--- config.mk ---
export PLATFORM = sky130hd
export DESIGN_NAME = rst_sequencer
export DESIGN_NICKNAME = d
export VERILOG_FILES = /design/src/rtl/rst_sequencer.sv
export SDC_FILE = /design/constraint.sdc
export NUM_CORES = 1
export LEC_CHECK = 0
export BUFFER_PORTS_ARGS = -buffer_cell sky130_fd_sc_hd__buf_2
export CAP_MARGIN = 20
export CORE_AREA = 8 8 75 83
export CTS_BUF_LIST = sky130_fd_sc_hd__clkbuf_8
export CTS_CLUSTER_DIAMETER = 200
export DETAILED_ROUTE_END_ITERATION = 12
export DIE_AREA = 0 0 83 91
export GPL_ROUTABILITY_DRIVEN = 0
export GPL_TIMING_DRIVEN = 0
export PLACE_DENSITY_LB_ADDON = 0.25
export SYNTH_ARGS = -nofsm -noshare
export SYNTH_HDL_FRONTEND = slang
export SYNTH_SLANG_ARGS = --single-unit
export TNS_END_PERCENT = 50
--- constraint.sdc ---
create_clock -name clk -period 2 [get_ports clk]
set_input_delay 0.4 -clock clk [delete_from_list [all_inputs] [get_ports clk]]
set_output_delay 0.4 -clock clk [all_outputs]
set_load 0.02 [all_outputs]
--- src/rtl/rst_sequencer.sv ---
// Staged reset release: async assert, synchronized in-order release after a hold period.
// Optional watchdog on ext_ready (macro RST_SEQ_WDOG_EN) raises fault and parks in FAULT.
module rst_sequencer #(
   parameter int SYNC_STAGES = 2,
   parameter int NUM_OUT     = 4,
   parameter int HOLD_CYCLES = 25,
   parameter int STAGE_GAP   = 8,
   parameter int CNT_W       = 16,
   parameter int WDOG_CYCLES = 1000
) (
   input  logic               clk,
   input  logic               rst,
   input  logic               ext_ready,
   input  logic               soft_rst_req,
   output logic [NUM_OUT-1:0] rst_out,
   output logic               seq_done,
   output logic               fault
);

   localparam int IDX_W = $clog2(NUM_OUT + 1);
   localparam logic [CNT_W-1:0] HOLD_LAST = CNT_W'(HOLD_CYCLES - 1);
   localparam logic [CNT_W-1:0] GAP_LAST  = CNT_W'(STAGE_GAP - 1);
   localparam logic [IDX_W-1:0] IDX_ALL   = IDX_W'(NUM_OUT);

   typedef enum logic [2:0] {
      S_RESET, S_WAIT_READY, S_HOLD, S_RELEASE, S_RUN, S_FAULT
   } state_t;

   state_t             state_q, state_d;
   logic [CNT_W-1:0]   cnt_q, cnt_d;
   logic [IDX_W-1:0]   idx_q, idx_d, idx_inc;
   logic [NUM_OUT-1:0] rst_out_q, rst_out_d;
   logic               seq_done_q, seq_done_d;
   logic [SYNC_STAGES-1:0] rst_sync_q, rst_sync_d;
   logic [SYNC_STAGES-1:0] rdy_sync_q, rdy_sync_d;
   logic               rst_sync, rdy_sync, active;

   always_comb begin
      rst_sync_d = {rst_sync_q[SYNC_STAGES-2:0], 1'b0};
      rdy_sync_d = {rdy_sync_q[SYNC_STAGES-2:0], ext_ready};
   end

   assign rst_sync = rst_sync_q[SYNC_STAGES-1];
   assign rdy_sync = rdy_sync_q[SYNC_STAGES-1];
   assign idx_inc  = idx_q + IDX_W'(1);
   assign active   = (state_q == S_HOLD) || (state_q == S_RELEASE) || (state_q == S_RUN);

   // idx counts how many outputs have been released so far
   always_comb begin
      state_d = state_q;
      cnt_d   = cnt_q;
      idx_d   = idx_q;
      if (rst_sync) begin
         state_d = S_RESET;
         cnt_d   = '0;
         idx_d   = '0;
      end else if (active && !rdy_sync) begin
         state_d = S_WAIT_READY;
         cnt_d   = '0;
         idx_d   = '0;
      end else if (active && soft_rst_req) begin
         state_d = S_HOLD;
         cnt_d   = '0;
         idx_d   = '0;
      end else begin
         case (state_q)
            S_RESET: begin
               state_d = S_WAIT_READY;
               cnt_d   = '0;
               idx_d   = '0;
            end
            S_WAIT_READY: begin
               if (rdy_sync) begin
                  state_d = S_HOLD;
                  cnt_d   = '0;
               end
`ifdef RST_SEQ_WDOG_EN
               else if (cnt_q == CNT_W'(WDOG_CYCLES - 1)) begin
                  state_d = S_FAULT;
               end else begin
                  cnt_d = cnt_q + CNT_W'(1);
               end
`endif
            end
            S_HOLD: begin
               if (cnt_q == HOLD_LAST) begin
                  cnt_d   = '0;
                  idx_d   = IDX_W'(1);
                  state_d = (NUM_OUT == 1) ? S_RUN : S_RELEASE;
               end else begin
                  cnt_d = cnt_q + CNT_W'(1);
               end
            end
            S_RELEASE: begin
               if (cnt_q == GAP_LAST) begin
                  cnt_d = '0;
                  idx_d = idx_inc;
                  if (idx_inc == IDX_ALL) state_d = S_RUN;
               end else begin
                  cnt_d = cnt_q + CNT_W'(1);
               end
            end
            S_RUN:   state_d = S_RUN;
            S_FAULT: state_d = S_FAULT;
            default: state_d = S_RESET;
         endcase
      end
   end

   // Outputs are registered from the next state so they change on the transition edge
   always_comb begin
      rst_out_d  = '1;
      seq_done_d = 1'b0;
      case (state_d)
         S_RELEASE: begin
            for (int k = 0; k < NUM_OUT; k++) rst_out_d[k] = (k >= int'(idx_d));
         end
         S_RUN: begin
            rst_out_d  = '0;
            seq_done_d = 1'b1;
         end
         default: ;
      endcase
   end

   always_ff @(posedge clk or posedge rst) begin
      if (rst) begin
         rst_sync_q <= '1;
         rdy_sync_q <= '0;
         state_q    <= S_RESET;
         cnt_q      <= '0;
         idx_q      <= '0;
         rst_out_q  <= '1;
         seq_done_q <= 1'b0;
      end else begin
         rst_sync_q <= rst_sync_d;
         rdy_sync_q <= rdy_sync_d;
         state_q    <= state_d;
         cnt_q      <= cnt_d;
         idx_q      <= idx_d;
         rst_out_q  <= rst_out_d;
         seq_done_q <= seq_done_d;
      end
   end

`ifdef RST_SEQ_WDOG_EN
   logic fault_q, fault_d;
   assign fault_d = (state_d == S_FAULT);
   always_ff @(posedge clk or posedge rst) begin
      if (rst) fault_q <= 1'b0;
      else     fault_q <= fault_d;
   end
   assign fault = fault_q;
`else
   assign fault = 1'b0;
`endif

   assign rst_out  = rst_out_q;
   assign seq_done = seq_done_q;

endmodule

# Word level (Yosys, flattened, before mapping)
# Cells that the tools add are included.
# W data, S select, Z words.
dict set report totals {
  wordCells 55
  inputBits 4
  reg_bits 31
}
dict set report classes {
  add_sub_neg 2
  mux 23
  n_lt_le_gt_ge 4
  n_reduce_logical 8
  eq_ne 11
}
# op count
set op_table {}
lappend op_table {{$mux W16} 6}
lappend op_table {{$pmux W16 S4} 1}
lappend op_table {{$mux W3} 12}
lappend op_table {{$pmux W3 S6} 1}
lappend op_table {{$add A16 B1 Y16 const B} 1}
lappend op_table {{$eq A16 B3 Y1 const B} 1}
lappend op_table {{$eq A16 B5 Y1 const B} 1}
lappend op_table {{$eq A3 B3 Y1 const B} 4}
lappend op_table {{$eq A3 B2 Y1 const B} 3}
lappend op_table {{$pmux W3 S3} 1}
lappend op_table {{$pmux W4 S2} 1}
lappend op_table {{$reduce_bool A7 Y1} 1}
lappend op_table {{$ge A1 B3 Y1 const A} 2}
lappend op_table {{$ge A2 B3 Y1 const A} 2}
lappend op_table {{$ne A5 B5 Y1 const B} 1}
lappend op_table {{$add A3 B1 Y3 const B} 1}
lappend op_table {{$eq A3 B1 Y1 const B} 1}
lappend op_table {{$logic_not A3 Y1} 1}
lappend op_table {{$logic_and A1 B1 Y1} 2}
lappend op_table {{$logic_or A1 B1 Y1} 2}
lappend op_table {{$reduce_and A2 Y1} 1}
lappend op_table {{$logic_not A1 Y1} 1}
lappend op_table {{$mux W1} 1}

# Logic depth before layout (Yosys ltp)
# Gate-level depths: netlist of the first run.
dict set report depth {
  ltp_word 10
  mapped_depth 7
}

# Worst setup path after synthesis of the first run
# Ideal clock, no wire load.
dict set report synth_timing {
  path_type {reg2reg}
  start {reg cnt_q[0]}
  end {reg rst_out_q[2] (netlist: rst_out[2])}
  stages_incl_launch_ff 8
  arrival_ns 1.723
  required_time_ns 1.915
  path_slack_ns 0.192
  period_less_slack_ns 1.808
  n_path_buf 0
  cell_sequence {dfrtp_1 -> ha_1 -> and4bb_2 -> a22o_1 -> a211oi_1 -> nor2_1 -> o21a_1 -> a21boi_4}
}
dict set report synth_via {
  elab_chain_len 8
  word_cells_on_any_way 18
  classes_between {order compare: 1; eq/ne: 4; mux: 13}
}
# item line
set synth_rtl {}
lappend synth_rtl {{start, declared} 30} ;# logic [CNT_W-1:0] cnt_q, cnt_d;
lappend synth_rtl {{start signal, assigned} 139} ;# cnt_q <= cnt_d;
lappend synth_rtl {{$eq A16 B3 Y1 / $eq A16 B5 Y1 (equally long branches)} {95, 86}}
lappend synth_rtl {{$mux W3 (on tied branches)} {95, 86}}
lappend synth_rtl {{$pmux W3 S3 / $pmux W3 S6 (equally long branches)} 66} ;# case (state_q)
lappend synth_rtl {{$mux W3} 61} ;# end else if (active && soft_rst_req) begin
lappend synth_rtl {{$mux W3} 57} ;# end else if (active && !rdy_sync) begin
lappend synth_rtl {{$mux W3} 53} ;# if (rst_sync) begin
lappend synth_rtl {{$ge A2 B3 Y1 (tied with other cells)} 116} ;# for (int k = 0; k < NUM_OUT; k++) rst_out_d[k] = (k >= int'(idx_d));
lappend synth_rtl {{$pmux W4 S2 (*)} 114} ;# case (state_d)
lappend synth_rtl {{via rst_out_d[2]} 32} ;# logic [NUM_OUT-1:0] rst_out_q, rst_out_d;
lappend synth_rtl {{end signal, assigned} 141} ;# rst_out_q <= rst_out_d;
lappend synth_rtl {{end, declared} 32}
# Mark *: on every way through the listed nets, which the timed path passes. The rest lies on a longest branch.
# A chain may end at the register's enable or synchronous reset.

# Worst setup path after layout of the first run
dict set report layout_timing {
  start {reg cnt_q[10]}
  end {reg rst_out_q[2] (netlist: rst_out[2])}
}
# Same word-level chain as after synthesis.

==> metrics.md, run 1 <==
| Metric | Value |
|---|---|
| Reg clk slew, reported paths | 70 ps |
| Slew Viols, Final | 0 |
| TritonRoute pass-1 iters | 4 |
| Syn avg cell area | 9.22 um2 |
| Initial antenna violation count | 0 |
| CTS Buf Count | 5 |
| GRT overflow | 0 |
| Gr usage total | 10.6% |
| Routed WL | roughly 4100 um |
| Sink Count | 31 |
| Hold crit path type | primary input to async pin |
| Vias per std cell | ~5.4 |
| Starting density of the core | 38.0% |
| Most common cell after layout, fill and taps aside | dfrtp_1 |
| Register area share after synthesis | 42.0% |
| CTS tree | done |
| Fin cells | ~280 |
| Unique masters post-synth | between 50 and 60 |
| Clock buffer depth | 2 |
| Placed insts | 270 |
| Clk_skew | 6.71 ps |
| Avg WL per Cell | 14.3 um |
| Final period util | 95.3% |
| Layout cells sized above 1 | 26.1% |
| Post-Syn Area | roughly 1900 um2 |
| Worst VDD drop | 381 uV |
| Global-route wire length before repair | 6840 um |
| DRC Markers | 0 |
| Die area | 7550 um2 |
| EDFF count, synth | 0 |
| Area Growth Syn to Fin | 17.7% |
| Final Power | 0.00125 W |
| CP Data Arrival Time | 2120 ps |
| Worst skew pair latency | 280 ps |
| H-Tree Level Count | 2 |
| Root buffer cell | clkbuf_8 |
| Least-Margin Pin Slew | about 710 ps |
| Core area | 4900 um2 |
| CP Class | register to register |
| Fin util | 44.8% |
| Largest net degree at the start of global routing | 19 |
| Vias in the first global route | ~1,500 |
| Maxcap violations | 0 |
| Worst Path Required | 2210 ps |
| #FFs+latches synth | 31 |
| Cell Rows | 27 |
| Ports | 10 |
| Final ANT Viol Nets | 0 |
| # setup viols final | 0 |
| Die Wd | 83 um |
| Outcome | completed |
| Crit Path Max Fanout | 5 |
| Leakage | 0.889 nW |
| # port buffers | 8 |
| FFs w/ async S/R, synth | 100% |
| Die extent in y | 91 um |
| Post-Synthesis Cells | about 200 |
| Fmax | between 0.5 and 0.6 GHz |
| Power Density | ~570 nW/um2 |
| Most used DFF post-synth | dfrtp_1 |
| Fin. Hold Viols | 0 |
| Setup crit end kind | register |
| Iter 0 DRT Violations | 122 |
| Nature of the critical path startpoint | register |
| Vias | 1,531 |
| Yosys warnings | 0 |
| Crit path time final | 1910 ps |
| Layout Nets | roughly 230 |
| Max_slew headroom | between 50 and 60% |
| HPWL Detailed | 2900 um |
| Diodes inserted | 0 |
| Commonest non-fill, non-tap cells in the layout | dfrtp_1, nor2_1, nand2_1 |
power by group:
group | total [W] | internal (W) | switching, W
Combinational | 0.000139 | 0.0000525 | 0.0000861
Sequential | 0.000648 | 0.000639 | 0.00000882
Clock | 0.000467 | 0.000234 | 0.000233
Total | 0.00125 | 0.000925 | 0.000328
metrics by stage:
step | area (um2) | hold WS [ps] | worst slack (ps) | setup TNS (ps)
after floorplan | 1870 | 331 | 192 | 0
after global placement | 1980 | 333 | -83.5 | -142
after detailed placement | 1990 | 346 | -48.3 | -48.3
after CTS | 2100 | 217 | 19.5 | 0
after global routing | 2190 | 222 | -2.77 | -2.77
final | 2190 | 224 | 93.4 | 0
worst paths after layout:
check | depth (start not counted) | slack (ps) | endpoint | start
setup reg to reg | 6 | 90 | rst_out[2]$_DFF_PP1_ | cnt_q[10]$_DFFE_PP0P_
max in group asynchronous | 3 | 1150 | rst_sync_q[1]$_DFF_PP1_ | rst
setup / recovery | 6 | 90 | rst_out[2]$_DFF_PP1_ | cnt_q[10]$_DFFE_PP0P_
hold / removal | 2 | 220 | seq_done$_DFF_PP0_ | rst
min in group clk | 1 | 230 | rdy_sync_q[0]$_DFF_PP0_ | ext_ready
hold reg to reg | 0 | 350 | rdy_sync_q[1]$_DFF_PP0_ | rdy_sync_q[0]$_DFF_PP0_
flip-flops by register name (all words and copies together) (netlist names):
register and flops:
rst_out 4, state_q 3, rdy_sync_q 2, idx_q 3, cnt_q 16, rst_sync_q 2, seq_done 1
cells by family (layout without fill, tap and decap cells):
logic type | Yosys count | in the layout | share of synthesized area [%]
AND/OR/NAND/NOR | 86 | 86 | 26.1
AO/OA/AOI/OAI | 54 | 54 | 19.7
flip-flops | 31 | 31 | 42.0
buffers and inverters | 18 | 41 | 5.24
XOR/XNOR | 6 | 6 | 2.82
adder cells (fa/ha/maj) | 4 | 4 | 2.69
multiplexers | 2 | 2 | 1.14
other | 1 | 2 | 0.201
synthesized netlist by cell type, types with 2 or more instances:
library cell | instances | share of area (%)
and3_1 | 2 | 0.67
or2b_2 | 2 | 0.94
o21ai_0 | 18 | 4.8
nand3_1 | 9 | 2.4
nand2b_1 | 2 | 0.67
nand2_1 | 19 | 3.8
nor4_1 | 2 | 0.67
nor4_2 | 2 | 1.3
a31oi_1 | 2 | 0.67
nor2b_1 | 4 | 1.3
nor2_1 | 23 | 4.6
a21oi_1 | 8 | 2.1
xnor2_1 | 5 | 2.4
buf_2 | 2 | 0.54
nor3_1 | 5 | 1.3
ha_1 | 4 | 2.7
dfstp_2 | 6 | 8.5
buf_4 | 2 | 0.81
clkbuf_8 | 2 | 1.5
o211ai_1 | 2 | 0.81
and4bb_2 | 2 | 1.3
nand4_1 | 2 | 0.67
inv_1 | 11 | 2.2
o32ai_1 | 2 | 0.94
dfrtp_1 | 25 | 34
a211oi_1 | 4 | 1.6
o31ai_1 | 3 | 1.2
critical path: stages, from the launching register on:
cell and delay (ps):
dfrtp_1 450, nor4_4 370, and3_2 300, a31oi_2 130
o211ai_2 260, o21a_1 180, a21boi_4 160
layer usage:
metal / global-route usage, % / routed length [um] / up-vias
met5: 0 / 0 / -
met4: 5.87 / 89 / 0
met3: 2.23 / 90 / 8
met2: 17.6 / 1990 / 20
met1: 12.4 / 1900 / 740
li1: - / - / 763
layout make-up:
type	instances	area (um2)
Inverter	11	41.3
Tap cell	58	72.6
Clock buffer	5	68.8
Timing Repair Buffer	15	100
Buffer	7	56.3
Multi-Input combinational cell	154	1060
Clock inverter	3	12.5
Sequential cell	31	783
Fill cell	466	2710
timing repair:
item / CTS / global route
hold buffers: 0 / 0
cloned: 0 / 0
resized for setup: 2 / 10
buffers inserted: 2 / 4
endpoints found under the setup margin: 3 / 20
pin swaps: 0 / 2
No activity file was read; power rests on OpenSTA's default activity.
==> run 2, diff against run 1 <==
--- a/config.mk
+++ b/config.mk
@@ -5,13 +5,13 @@
 export SDC_FILE = /design/constraint.sdc
 export NUM_CORES = 1
 export LEC_CHECK = 0
+export ABC_AREA = 1
 export BUFFER_PORTS_ARGS = -buffer_cell sky130_fd_sc_hd__buf_2
 export CAP_MARGIN = 20
-export CORE_AREA = 8 8 75 83
-export CTS_BUF_LIST = sky130_fd_sc_hd__clkbuf_8
+export CORE_AREA = 8 8 75 84
 export CTS_CLUSTER_DIAMETER = 200
 export DETAILED_ROUTE_END_ITERATION = 12
-export DIE_AREA = 0 0 83 91
+export DIE_AREA = 0 0 83 92
 export GPL_ROUTABILITY_DRIVEN = 0
 export GPL_TIMING_DRIVEN = 0
 export PLACE_DENSITY_LB_ADDON = 0.25
==> metrics.md, run 2 <==
| Metric | Value |
|---|---|
| Outcome | completed |
| DRC Markers | 0 |
| Largest net degree at the start of global routing | 18 |
| Max FFs per register | 16 |
| Die extent in y | 92 um |
| Leading post-synthesis cells by cell area | dfrtp_1, nand2_1, dfstp_2 |
| Syn avg cell area | between 7 and 8 um2 |
| Clock buffer depth | 2 |
| Hold crit path type | primary input to async pin |
| Most flop-heavy register | cnt_q |
| Vias per std cell | 4.81 |
| CP Data Arrival Time | just over 2000 ps |
| Global-route wire length before repair | 7210 um |
| Final Power | 0.00168 W |
| Commonest non-fill, non-tap cells in the layout | nand2_1, inv_1, dfrtp_1 |
| Ports | 10 |
| H-Tree Level Count | 2 |
| Root buffer cell | clkbuf_8 |
| CTS Buf Count | 5 |
| Post-route cell area | 2150 um2 |
| Nature of the critical path startpoint | register |
| Register area share after synthesis | 41.2% |
| Leakage | 1.02 nW |
| Routed WL | approximately 4000 um |
| Die area | about 7600 um2 |
| Worst Path Required | between 2000 and 2500 ps |
| Share of the synthesized area in the top cell type | 32.9% |
| Reg clk slew, reported paths | 70 ps |
| Max_slew headroom | 56.7% |
| Sink Count | 31 |
| Layout Nets | 290 |
| CTS Hold Bufs | 0 |
| Worst VDD drop | approximately 460 uV |
| Die Wd | between 80 and 90 um |
| # setup viols final | 0 |
| Unique masters post-synth | 29 |
| TritonRoute pass-1 iters | 4 |
| Yosys warnings | 0 |
| Fmax | 0.555 GHz |
| Cell Rows | 27 |
| HPWL Detailed | 3060 um |
| Dpl ws | about 170 ps |
| Fin. Hold Viols | 0 |
| Iter 0 DRT Violations | 82 |
| Placed insts | 332 |
| Diodes inserted | 0 |
| Crit path time final | 1800 ps |
| Largest area contributor in the netlist | dfrtp_1 |
| Maxcap violations | 0 |
| Power Density | between 700 and 800 nW/um2 |
| Clk_skew | 9.98 ps |
| FFs w/ async S/R, synth | 100% |
| Post-Syn Area | approximately 1900 um2 |
| EDFF count, synth | 0 |
| Setup crit end kind | register |
| GRT overflow | 0 |
| Fin cells | 341 |
| Vias in the first global route | 1,660 |
| Slew Viols, Final | 0 |
| #FFs+latches synth | 31 |
| # port buffers | 8 |
| Setup slack after layout | ~200 ps |
| Crit Path Max Fanout | 5 |
| Core area | around 5000 um2 |
| Placed cell area | roughly 2000 um2 |
| Most used DFF post-synth | dfrtp_1 |
| Final period util | 90.1% |
| Initial antenna violation count | 0 |
| Vias | 1,639 |
| Filler cell count in the final layout | 499 |
| Most common cell after layout, fill and taps aside | nand2_1 |
| CTS tree | done |
| Area Growth Syn to Fin | 13.0% |
| CP Class | register to register |
| Final ANT Viol Nets | 0 |
| Post-Synthesis Cells | 264 |
| Gr usage total | 11.4% |
| Layout cells sized above 1 | 19.1% |
| Avg WL per Cell | about 12 um |
| Most common cell in the netlist | nand2_1 |
| Worst skew pair latency | between 200 and 300 ps |
| Least-Margin Pin Slew | 648 ps |
| Synth cell count leaders | nand2_1, inv_1, dfrtp_1, nor2_1, nand3_1 |
| Starting density of the core | 38.9% |
run 2: cell types whose count changed in the layout (fill, tap and decap cells not counted), sizes merged, moves of 5 or more:
| cell | change |
|---|---|
| nand3 | +14 |
| nand2 | +57 |
| a21oi | +6 |
| inv | +33 |
| o21ai | -9 |
| nor2 | +10 |
| buf | -7 |
| nor4 | -5 |
| xnor2 | -5 |
run 2: final timing paths:
| check | depth (start not counted) | end | slack (ps) | startpoint |
|---|---|---|---|---|
| worst max-delay path | 11 | cnt_q[14]$_DFFE_PP0P_ | 200 | cnt_q[0]$_DFFE_PP0P_ |
| worst min-delay path | 2 | cnt_q[14]$_DFFE_PP0P_ | 190 | rst |
| worst max register to register | 11 | cnt_q[14]$_DFFE_PP0P_ | 200 | cnt_q[0]$_DFFE_PP0P_ |
| worst min register to register | 0 | rdy_sync_q[1]$_DFF_PP0_ | 350 | rdy_sync_q[0]$_DFF_PP0_ |
| max in group asynchronous | 3 | rst_out[3]$_DFF_PP1_ | 1210 | rst |
| min in group clk | 1 | rdy_sync_q[0]$_DFF_PP0_ | 230 | ext_ready |
run 2: cells by family (layout without fill, tap and decap cells):
| group | after synthesis | count (layout) | synth area share [%] |
|---|---|---|---|
| buffers and inverters | 48 | 66 | 10.1 |
| adder cells (fa/ha/maj) | 4 | 4 | 2.63 |
| flip-flops | 31 | 31 | 41.2 |
| XOR/XNOR | 2 | 2 | 0.921 |
| AND/OR/NAND/NOR | 147 | 147 | 35.9 |
| AO/OA/AOI/OAI | 31 | 31 | 9.14 |
| other | 1 | 2 | 0.197 |
run 2: layout make-up:
type	instances	area, um2	area share [%]
Buffer	2	18.8	0.873
Sequential cell	31	783	36.4
Tap cell	58	72.6	3.37
Inverter	46	173	8.03
Clock buffer	7	76.3	3.55
Clock inverter	1	5.00	0.233
Multi-Input combinational cell	186	947	44.0
Timing Repair Buffer	10	75.1	3.49
run 2: critical path, stage by stage (launching register included):
cell and delay (ps):
dfrtp_1 410, ha_2 230, nand2_1 100, nor2_4 150, inv_1 90, nor2_2 140
inv_2 60, nor3_1 180, nand3_1 100, nor2_1 100, a21oi_1 70, nor2_1 110
run 2: metal layers:
| metal | GRT usage (%) | vias up | routed length (um) |
|---|---|---|---|
| met5 | 0 | - | 0 |
| met3 | 3.36 | 7 | 117 |
| met1 | 12.4 | 755 | 1870 |
| li1 | - | 862 | - |
| met2 | 19.6 | 15 | 1930 |
| met4 | 5.57 | 0 | 72 |
run 2: timing repair:
item	in CTS	in global routing
gates resized for setup	0	5
setup buffers	0	1
endpoints found under the setup margin	0	8
run 2: where the power goes:
part / total [W] / internal, W / switching, W / leakage [nW]
sequential: 0.000728 / 0.000695 / 0.0000333 / 0.406
combinational: 0.000476 / 0.000154 / 0.000322 / 0.567
clock: 0.000478 / 0.000244 / 0.000234 / 0.0422
total: 0.00168 / 0.00109 / 0.000589 / 1.02
run 2: per-stage QoR:
| stage | hold slack (ps) | setup TNS [ps] | utilization [%] |
|---|---|---|---|
| after global routing | 204 | -36.3 | 43.9 |
| after CTS | 210 | 0 | 43.4 |
| after floorplan | 331 | 0 | - |
| after detailed placement | 336 | 0 | 41.8 |
| final | 191 | 0 | 43.9 |
| after global placement | 335 | 0 | 41.2 |
==> run 3, diff against run 2 <==
--- a/config.mk
+++ b/config.mk
@@ -6,7 +6,7 @@
 export NUM_CORES = 1
 export LEC_CHECK = 0
 export ABC_AREA = 1
-export BUFFER_PORTS_ARGS = -buffer_cell sky130_fd_sc_hd__buf_2
+export BUFFER_PORTS_ARGS = -buffer_cell sky130_fd_sc_hd__buf_4
 export CAP_MARGIN = 20
 export CORE_AREA = 8 8 75 84
 export CTS_CLUSTER_DIAMETER = 200
==> metrics.md, run 3 (synthesis gave the netlist of run 2 again) <==
| Metric | Value |
|---|---|
| Outcome | completed |
| Die area | 7640 um2 |
| CP Cell Sequence | inv_1 > ha_1 > nand2_1 > inv_1 > nand2_1 > nor2_2 > nand2_1 > nand2_1 > nand2_1 > nand2_2 > inv_2 > nor2_4 > inv_2 > and3_1 |
| Sink Count | 31 |
| Root buffer cell | clkbuf_8 |
| Die extent in y | 92 um |
| # port buffers | 8 |
| TritonRoute pass-1 iters | 5 |
| Filler cell count in the final layout | between 400 and 500 |
| Gr usage total | 11.2% |
| Avg WL per Cell | around 12 um |
| CTS tree | done |
| Initial antenna violation count | 0 |
| Maxcap violations | 0 |
| Core area | 4900 um2 |
| Cell Rows | 27 |
| CP peak stage delay | 420 ps |
| Reg2reg setup slack | 170 ps |
| Global-route wire length before repair | 7200 um |
| Die Wd | 83 um |
| Largest net degree at the start of global routing | 18 |
| # setup viols final | 0 |
| Clk_skew | 6.74 ps |
| Diodes inserted | 0 |
| Crit Path Max Fanout | 5 |
| Vias per std cell | 4.78 |
| Fin util | ~45% |
| Most flop-heavy register | cnt_q |
| Max_slew headroom | 56.7% |
| H-Tree Level Count | 2 |
| Fin. Hold Viols | 0 |
| CP max stage cell | dfrtp_1 |
| Vias in the first global route | between 1,500 and 2,000 |
| Area of the multi-input gates | 945 um2 |
| HPWL Detailed | 3090 um |
| GRT overflow | 0 |
| Layout Nets | 289 |
| Commonest non-fill, non-tap cells in the layout | nand2_1, inv_1, dfrtp_1 |
| CP Data Arrival Time | 2000 ps |
| Slew Viols, Final | 0 |
| Register area | 783 um2 |
| Top cell by count, worst path | nand2_1 |
| Hold crit path type | primary input to async pin |
| Area Growth Syn to Fin | 15.5% |
| Clock buffer depth | 2 |
| Final ANT Viol Nets | 0 |
| CTS Hold Bufs | 0 |
| Least-Margin Pin Slew | 649 ps |
| Placed cell area | 2070 um2 |
| Starting density of the core | 38.9% |
| Most common cell after layout, fill and taps aside | nand2_1 |
| Iter 0 DRT Violations | between 90 and 100 |
| Ports | 10 |
| Setup TNS | 0 ps |
| Worst skew pair latency | roughly 290 ps |
| DRC Markers | 0 |
| Routed WL | about 4000 um |
| Worst VDD drop | roughly 520 uV |
| RSZ-0062 raised after global routing | false |
| Postcts setup bufs | 0 |
| Reg clk slew, reported paths | 70 ps |
| Worst Path Required | 2170 ps |
| Post-route cell area | ~2200 um2 |
| Nature of the critical path startpoint | register |
| CP Class | register to register |
| Leakage | 1.04 nW |
| Final Power | around 0.0019 W |
| Layout cells sized above 1 | 19.1% |
| Crit path time final | 1830 ps |
| Power Density | 854 nW/um2 |
| Final period util | around 91% |
| Vias | between 1,500 and 2,000 |
| Setup crit end kind | register |
| Max FFs per register | 16 |
| Fmax | ~0.55 GHz |
| CTS Buf Count | 5 |
run 3: cell types whose count changed in the layout (fill, tap and decap cells not counted):
cell / delta
ha_1: +1
ha_2: -1
buf_4: +7
clkbuf_8: +1
buf_2: -8
bufinv_16: +1
clkbuf_1: -2
run 3: worst max-delay path: cells and delay by family (launching register included):
family	cells	cell delay [ps]
and+or+nand+nor	9	870
adders and majority gates	1	150
buffers and inverters	4	270
DFF	1	420
run 3: final timing paths:
kind,start,endpoint,depth (start not counted)
max in group asynchronous,rst,cnt_q[5]$_DFFE_PP0P_,3
max,cnt_q[0]$_DFFE_PP0P_,cnt_q[5]$_DFFE_PP0P_,14
min,rst,state_q[1]$_DFF_PP0_,2
max reg2reg,cnt_q[0]$_DFFE_PP0P_,cnt_q[5]$_DFFE_PP0P_,14
min in group clk,ext_ready,rdy_sync_q[0]$_DFF_PP0_,1
min reg2reg,rst_sync_q[0]$_DFF_PP1_,rst_sync_q[1]$_DFF_PP1_,0
run 3: final cells by class:
class,instances,area share [%]
Timing Repair Buffer,9,3.99
Clock buffer,6,3.76
Sequential cell,31,35.6
Buffer,2,0.854
Inverter,46,7.86
Clock inverter,2,1.59
Multi-Input combinational cell,186,43.0
Tap cell,58,3.30
run 3: timing repair:
item | 4_1_cts | 5_1_grt
endpoints found under the setup margin | 0 | 3
resized for setup | 0 | 4
hold endpoints to repair | 0 | 0
run 3: per-layer routing:
layer | routed length [um] | part of all wire (%) | global-route usage [%]
met1 | 1830 | 45 | 12.1
met2 | 2030 | 50 | 20.4
met3 | 146 | 3.6 | 2.57
met4 | 31 | 0.77 | 5.13
met5 | 0 | 0 | 0
run 3: power breakdown:
group	leakage, nW	switching [W]	internal, W
Clock	0.0612	0.000246	0.000403
Sequential	0.406	0.0000343	0.000695
Combinational	0.574	0.000329	0.000169
Total	1.04	0.000610	0.00127
run 3: stage by stage:
| stage | std cells | hold WS [ps] | setup slack, ps |
|---|---|---|---|
| finish | 340 | 206 | 174 |
| global route | 340 | 212 | 10.7 |
| CTS | 340 | 216 | 111 |
| detailed placement | 332 | 349 | 165 |
| global placement | 331 | 334 | 165 |
| floorplan | 265 | 331 | 417 |
